<file path="src/rtl/dist_matrix_sched.sv">
// Sequencer that streams every unordered city pair (i<j) through the pipelined
// distance unit, one pair per clock, and issues the matching distance-table writes.
module dist_matrix_sched #(
    parameter int N_MAX  = 32,
    parameter int IDX_W  = 5,
    parameter int LAT    = 11,
    parameter int DIST_W = 32
) (
    input  logic              clk,
    input  logic              rst_n,
    input  logic              start,
    input  logic [IDX_W:0]    n_cities,
    output logic              busy,
    output logic              done,
    output logic [IDX_W-1:0]  coord_addr_a,
    output logic [IDX_W-1:0]  coord_addr_b,
    input  logic [7:0]        coord_xa,
    input  logic [7:0]        coord_ya,
    input  logic [7:0]        coord_xb,
    input  logic [7:0]        coord_yb,
    output logic [7:0]        dist_x1,
    output logic [7:0]        dist_y1,
    output logic [7:0]        dist_x2,
    output logic [7:0]        dist_y2,
    input  logic [DIST_W-1:0] dist_res,
    output logic              wr_en,
    output logic [IDX_W-1:0]  wr_i,
    output logic [IDX_W-1:0]  wr_j,
    output logic [DIST_W-1:0] wr_data
);

    localparam int CW = IDX_W + 1;

    localparam logic [1:0] S_IDLE  = 2'd0;
    localparam logic [1:0] S_ISSUE = 2'd1;
    localparam logic [1:0] S_DRAIN = 2'd2;
    localparam logic [1:0] S_DONE  = 2'd3;

    logic [1:0]       state;
    logic [CW-1:0]    n_q;
    logic [CW-1:0]    i_q;
    logic [CW-1:0]    j_q;
    logic [CW-1:0]    n_clamp;
    logic             row_end;
    logic             last_pair;
    logic             issue;
    logic             drain_last;

    logic [LAT:0]     pipe_v;
    logic [IDX_W-1:0] pipe_i [LAT+1];
    logic [IDX_W-1:0] pipe_j [LAT+1];

    always_comb begin
        n_clamp    = (n_cities > CW'(N_MAX)) ? CW'(N_MAX) : n_cities;
        row_end    = (j_q == n_q - CW'(1));
        last_pair  = row_end && (i_q == n_q - CW'(2));
        issue      = (state == S_ISSUE);
        // The final write is in the last stage with nothing behind it.
        drain_last = pipe_v[LAT] && (pipe_v[LAT-1:0] == '0);
    end

    always_ff @(posedge clk) begin
        if (!rst_n) begin
            state <= S_IDLE;
            n_q   <= '0;
            i_q   <= '0;
            j_q   <= '0;
        end else begin
            case (state)
                S_IDLE: begin
                    if (start) begin
                        n_q   <= n_clamp;
                        i_q   <= '0;
                        j_q   <= CW'(1);
                        state <= (n_clamp >= CW'(2)) ? S_ISSUE : S_DONE;
                    end
                end
                S_ISSUE: begin
                    if (last_pair) begin
                        state <= S_DRAIN;
                    end else if (row_end) begin
                        i_q <= i_q + CW'(1);
                        j_q <= i_q + CW'(2);
                    end else begin
                        j_q <= j_q + CW'(1);
                    end
                end
                S_DRAIN: begin
                    if (drain_last) state <= S_DONE;
                end
                S_DONE:  state <= S_IDLE;
                default: state <= S_IDLE;
            endcase
        end
    end

    // Stage s holds the pair whose coordinates entered the distance unit s cycles ago.
    always_ff @(posedge clk) begin
        if (!rst_n) begin
            pipe_v <= '0;
            for (int unsigned s = 0; s <= LAT; s++) begin
                pipe_i[s] <= '0;
                pipe_j[s] <= '0;
            end
        end else begin
            pipe_v    <= {pipe_v[LAT-1:0], issue};
            pipe_i[0] <= i_q[IDX_W-1:0];
            pipe_j[0] <= j_q[IDX_W-1:0];
            for (int unsigned s = 1; s <= LAT; s++) begin
                pipe_i[s] <= pipe_i[s-1];
                pipe_j[s] <= pipe_j[s-1];
            end
        end
    end

    assign busy         = (state != S_IDLE);
    assign done         = (state == S_DONE);
    assign coord_addr_a = i_q[IDX_W-1:0];
    assign coord_addr_b = j_q[IDX_W-1:0];
    assign dist_x1      = coord_xa;
    assign dist_y1      = coord_ya;
    assign dist_x2      = coord_xb;
    assign dist_y2      = coord_yb;
    assign wr_en        = pipe_v[LAT];
    assign wr_i         = pipe_i[LAT];
    assign wr_j         = pipe_j[LAT];
    assign wr_data      = dist_res;

endmodule

</file>
<file path="config.mk">
export PLATFORM = sky130hd
export DESIGN_NAME = dist_matrix_sched
export DESIGN_NICKNAME = d
export VERILOG_FILES = /design/src/rtl/dist_matrix_sched.sv
export SDC_FILE = /design/constraint.sdc
export NUM_CORES = 1
export LEC_CHECK = 0
export ABC_AREA = 1
export CAP_MARGIN = 20
export CORE_ASPECT_RATIO = 2
export CORE_MARGIN = 2
export CORE_UTILIZATION = 48
export CTS_CLUSTER_DIAMETER = 200
export DETAILED_ROUTE_END_ITERATION = 8
export PLACE_DENSITY = 0.79
export SLEW_MARGIN = 40
export SYNTH_ARGS = -nofsm -noshare
export SYNTH_HDL_FRONTEND = slang
export SYNTH_SLANG_ARGS = --single-unit
</file>
<file path="constraint.sdc">
create_clock -name clk -period 2.4 [get_ports clk]
set_input_delay 0.48 -clock clk [delete_from_list [all_inputs] [get_ports clk]]
set_output_delay 0.48 -clock clk [all_outputs]
set_load 0.05 [all_outputs]
</file>
; ---- After elaboration in Yosys (flattened, before gate mapping)
; Memory sizes are Yosys's and may differ from the RTL's.
; Cells that the tools add are included.
; Widths: inputs -> output; s select.
[totals]
rom_bits = 0
ram_bits = 120
latch_bits = 0
memories = 2
register_bits = 32
[classes]
bitwise = 24
addsub = 5
n_eq_ne = 10
n_reduce_logical = 10
n_mul = 0
shift = 0
div = 0
mux = 40
magnitude_cmp = 2
[mem_list]
columns = memory, words, word_bits, read_ports, rd_ports_with_merged_regs, wr, line_no
row1 = pipe_i, 12, 5, 12, 0, 12, 50  ; logic [IDX_W-1:0] pipe_i [LAT+1];
row2 = pipe_j, 12, 5, 12, 0, 12, 51  ; logic [IDX_W-1:0] pipe_j [LAT+1];
[ops]
columns = op, count
row1 = $mux 5, 24
row2 = $mux 6, 7
row3 = $or 1x1->1, 24
row4 = $pmux 6 s2, 2
row5 = $add 6x1->6 const B, 2
row6 = $eq 6x6->1, 2
row7 = $logic_not 11->1, 1
row8 = $ne 2x2->1 const B, 5
row9 = $mux 2, 4
row10 = $pmux 2 s4, 1
row11 = $add 6x2->6 const B, 1
row12 = $ge 6x2->1 const B, 1
row13 = $gt 6x6->1 const B, 1
row14 = $reduce_and 3->1, 2
row15 = $sub 6x1->6 const B, 1
row16 = $sub 6x2->6 const B, 1
row17 = $eq 2x2->1 const B, 2
row18 = $reduce_and 4->1, 1
row19 = $reduce_bool 2->1, 2
row20 = $eq 2x1->1 const B, 1
row21 = $logic_and 1x1->1, 2
row22 = $logic_not 2->1, 1
row23 = $mux 1, 2
row24 = $reduce_and 2->1, 1

; ---- Logic depth before layout (Yosys ltp)
[depth]
depth_word = 6
depth_mapped = 16

; ---- Least setup slack after synthesis
; Ideal clock, no wire load.
[synth_timing]
kind = reg2reg
startpoint = register n_q[1]
endpoint = register j_q[5]
path_slack_ps = 562
path_stages_with_launch = 13
arrival_time_ps = 1718
n_path_buf = 0
setup_ps = 120
required_ps = 2280
cell_sequence = dfxtp_1 inv_1 ha_1 nand2_1 nand3_2 xnor2_2 nand2_2 nor2_4 nand3_1 nand3_2 nand2_1 nand2_1 nor2_1
[synth_between]
elab_chain_len = 5
elab_cells_between_ends = 10
[synth_rtl]
columns = item, line_no
row1 = "start, declared", 40  ; logic [CW-1:0] n_q;
row2 = "start signal, assigned", 72  ; n_q <= n_clamp;
row3 = $sub 6x1->6 or $sub 6x2->6 (tied branches), "55, 56"
row4 = "$eq 6x6->1, on equally long branches", "55, 56"
row5 = $mux 6 or $logic_and 1x1->1 (tied branches), "81, 56"
row6 = $mux 6 or $ne 2x2->1 (tied branches), -
row7 = $pmux 6 s2 or $reduce_and 3->1 (tied branches), -
row8 = "end signal, assigned", 83  ; j_q <= i_q + CW'(2);
row9 = "end signal, assigned", 85  ; j_q <= j_q + CW'(1);
row10 = "end, declared", 42  ; logic [CW-1:0] j_q;
; Several ways; a longest one is shown, not always the timed one. The select of a mux whose other input is x is not followed.
; A chain may end at the register's enable or synchronous reset.

; ---- Final worst setup path
[layout_timing]
startpoint = register i_q[1]
endpoint = output coord_addr_a[1]
[layout_rtl]
columns = item, line_no
row1 = "start, declared", 41  ; logic [CW-1:0] i_q;
row2 = "start signal, assigned", 82  ; i_q <= i_q + CW'(1);
row3 = "end, declared", 15  ; output logic [IDX_W-1:0] coord_addr_a,
; No word-level cell between the ends.

==> results.sh <==
export IMPL_whs_path_depth=2
export IMPL_yosysUniqueCellTypes=33
export IMPL_ant_nets=0
export IMPL_critPathRequiredTime_ns=1.92
export IMPL_worst_slew_pin_slew_ns=0.473
export IMPL_grt_max_degree=45
export IMPL_crit_fanout=7
export IMPL_fp_coreArea_um2=12100
export IMPL_avgSynthCellArea_um2=7.96
export IMPL_syn_nets=833
export IMPL_cpLargestDelayFamily="buffers and inverters"
export IMPL_layout_common_cells="210 x nand2_1, 160 x inv_1, 152 x dfxtp_1"
export IMPL_critPathArrivalTime_ns=1.84
export IMPL_reg2regPathDepth=15
export IMPL_track_usage_pct=15.5
export IMPL_post_dp_hpwl_um=6600
export IMPL_initial_utilization_pct=49.2
export IMPL_gp_congestion=0.897
export IMPL_slew_violations=0
export IMPL_die_area_um2=13400
export IMPL_timing_slew_headroom_pct=67.7
export IMPL_hold_path_class="reg -> reg"
export IMPL_drt_first_pass_iters=5
export IMPL_finalSetupViolations=0
export IMPL_num_nets_final=788
export IMPL_period_needed_ns=2.32
export IMPL_final_common_cell="nand2_1"
export IMPL_criticalPathCategory="reg -> out"
export IMPL_status="completed"
export IMPL_clk_pin_slew_ns=0.07
export IMPL_max_stage_delay_ns=0.88
export IMPL_drc_errors=0
export IMPL_crit_path_cell_trace="clkdlybuf4s50_1"
export IMPL_cts_root_buf="clkbuf_16"
export IMPL_synth_seq_cells=152
export IMPL_ctsLongestPathBuffers=2
export IMPL_grt_pass1_vias=3663
export IMPL_timing_final_ws_setup_ns=0.0806
export IMPL_cts_max_level=4
export IMPL_io_pins=160
export IMPL_die_w_um=82.8
export IMPL_path_buf_inv=1
export IMPL_drive_gt1_share_pct=8.37
export IMPL_power_density_nw_per_um2=1070
export IMPL_n_antenna_cell=0
export IMPL_syn_inst=749
export IMPL_dpl_cell_area_um2=5800
export IMPL_setup_tns_final_ns=0
export IMPL_max_freq_mhz=431
export IMPL_synth_warnings=0
export IMPL_hold_viol_final=0
export IMPL_cts_post_setup_buffers_inserted=0
export IMPL_critical_path_cell_count=1
export IMPL_numCtsBuffers=17
export IMPL_slowest_stage="clkdlybuf4s50_1"
export IMPL_p_leak_uw=0.00369
export IMPL_pre_cts_ws_ns=0.315
export IMPL_grt_setup_unrepaired="false"
export IMPL_clk_latency_ns=0.41
export IMPL_wl_per_cell_um=10.8
export IMPL_design_area_um2=6380
export IMPL_drv_cap=0
export IMPL_row_count=57
export IMPL_endpoint_kind="output port"
export IMPL_detail_route_vias_per_cell=4.45
export IMPL_wl_um=9330
export IMPL_area_delta_synth_final_pct=7.12
export IMPL_grt_pass1_wl_um=15600
export IMPL_syn_area_um2=5960
export IMPL_fin_crit_sh_pct=96.6
export IMPL_ir_worst_vdd_mv=0.826
export IMPL_grt_overflow=0
export IMPL_vias=3847
export IMPL_final_core_util_pct=52.7
export IMPL_antenna_found_initial=0
export IMPL_clock_skew_ns=0.00528
export IMPL_drt_iter0_drc=162
export IMPL_die_h_um=162
export IMPL_ys_seq_area_share_pct=51.0
export IMPL_cts_sinks=152
export IMPL_cts_tree="yes"
export IMPL_startpoint_type="register"
export IMPL_io_buffers=31
flip-flops by register name (all words and copies together), names as in the netlist:
register and flops:
i_q 6, state 2, pipe_v 12, pipe_j 60, pipe_i 60, n_q 6
j_q 6
power breakdown:
group	internal, uW	switching, uW
logic	519	945
clock network	1390	1130
registers	2660	157
total	4570	2230
area by class of cell:
type                            count  area, um2
Tap cell                          147        184
Clock buffer                       17        425
Sequential cell                   152       3040
Fill cell                        1116       5740
Clock inverter                     15        154
Timing Repair Buffer               39        369
Inverter                          162        608
Multi-Input combinational cell    332       1600
cell families (layout without fill, tap and decap cells):
kind of cell | Yosys count | in the layout | share of synthesized area, %
xor gates and xnor gates | 14 | 14 | 2.18
and+or+nand+nor | 284 | 284 | 19.9
DFF | 152 | 152 | 51.0
adders and majority gates | 11 | 11 | 2.31
buffers and inverters | 265 | 233 | 22.1
AOI/OAI and AO/OA | 23 | 23 | 2.46
layer usage:
| layer | vias up | part of all wire [%] | global-route usage (%) |
|---|---|---|---|
| li1 | 1996 | - | - |
| met1 | 1705 | 36 | 13.8 |
| met2 | 117 | 53 | 27.0 |
| met3 | 29 | 5.5 | 6.09 |
| met4 | 0 | 5.0 | 10.5 |
| met5 | - | 0 | 1.25 |
metrics by stage:
| stage | std cells | power, uW | hold WS, ns |
|---|---|---|---|
| finish | 864 | 6800 | 0.411 |
| floorplan | 749 | 4300 | 0.386 |
| global route | 864 | 7150 | 0.422 |
| CTS | 864 | 6880 | 0.413 |
| detailed placement | 832 | 4340 | 0.397 |
| global placement | 832 | 4320 | 0.389 |
cells in the mapped netlist:
| library cell | n | area [um2] |
|---|---|---|
| nor3_1 | 4 | 20.0 |
| nor2_1 | 30 | 113 |
| nor2_2 | 3 | 18.8 |
| a2111oi_0 | 1 | 8.76 |
| nand4_1 | 6 | 37.5 |
| a22o_1 | 1 | 8.76 |
| inv_1 | 160 | 601 |
| nor2_4 | 2 | 22.5 |
| a21oi_2 | 1 | 8.76 |
| o21ai_0 | 7 | 35.0 |
| nand3_4 | 1 | 17.5 |
| a21oi_4 | 1 | 16.3 |
| or2_2 | 1 | 6.26 |
| xnor2_1 | 7 | 61.3 |
| nand3b_1 | 1 | 7.51 |
| buf_4 | 84 | 631 |
| nand3_1 | 17 | 85.1 |
| nand2_2 | 2 | 12.5 |
| buf_1 | 1 | 3.75 |
| inv_2 | 2 | 7.51 |
| buf_2 | 5 | 25.0 |
| nand3_2 | 4 | 40.0 |
| o21ai_1 | 1 | 5.00 |
| xor2_1 | 6 | 52.6 |
| nand2_1 | 210 | 788 |
| clkbuf_1 | 13 | 48.8 |
| a21oi_1 | 8 | 40.0 |
| xnor2_2 | 1 | 16.3 |
| dfxtp_1 | 152 | 3040 |
| ha_1 | 11 | 138 |
| nor4_1 | 3 | 18.8 |
| a22oi_1 | 2 | 15.0 |
| a31o_2 | 1 | 8.76 |
final timing paths:
path	slack (ns)	endpoint	start
max	0.08	coord_addr_a[1]	i_q[1]$_SDFFE_PN0P_
min	0.41	pipe_i[0][57]$_SDFF_PN0_	pipe_i[0][52]$_SDFF_PN0_
max reg2reg	0.33	j_q[5]$_SDFFE_PN0P_	n_q[0]$_SDFFE_PN0P_
min reg2reg	0.41	pipe_i[0][57]$_SDFF_PN0_	pipe_i[0][52]$_SDFF_PN0_
repair_timing:
action                                 4_1_cts  5_1_grt
hold buffers                                 0        0
setup endpoints to repair                    1        1
gates resized for setup                      1        1
endpoints found under the hold margin        0        0
Note: power is estimated with default switching activity, not from simulation.
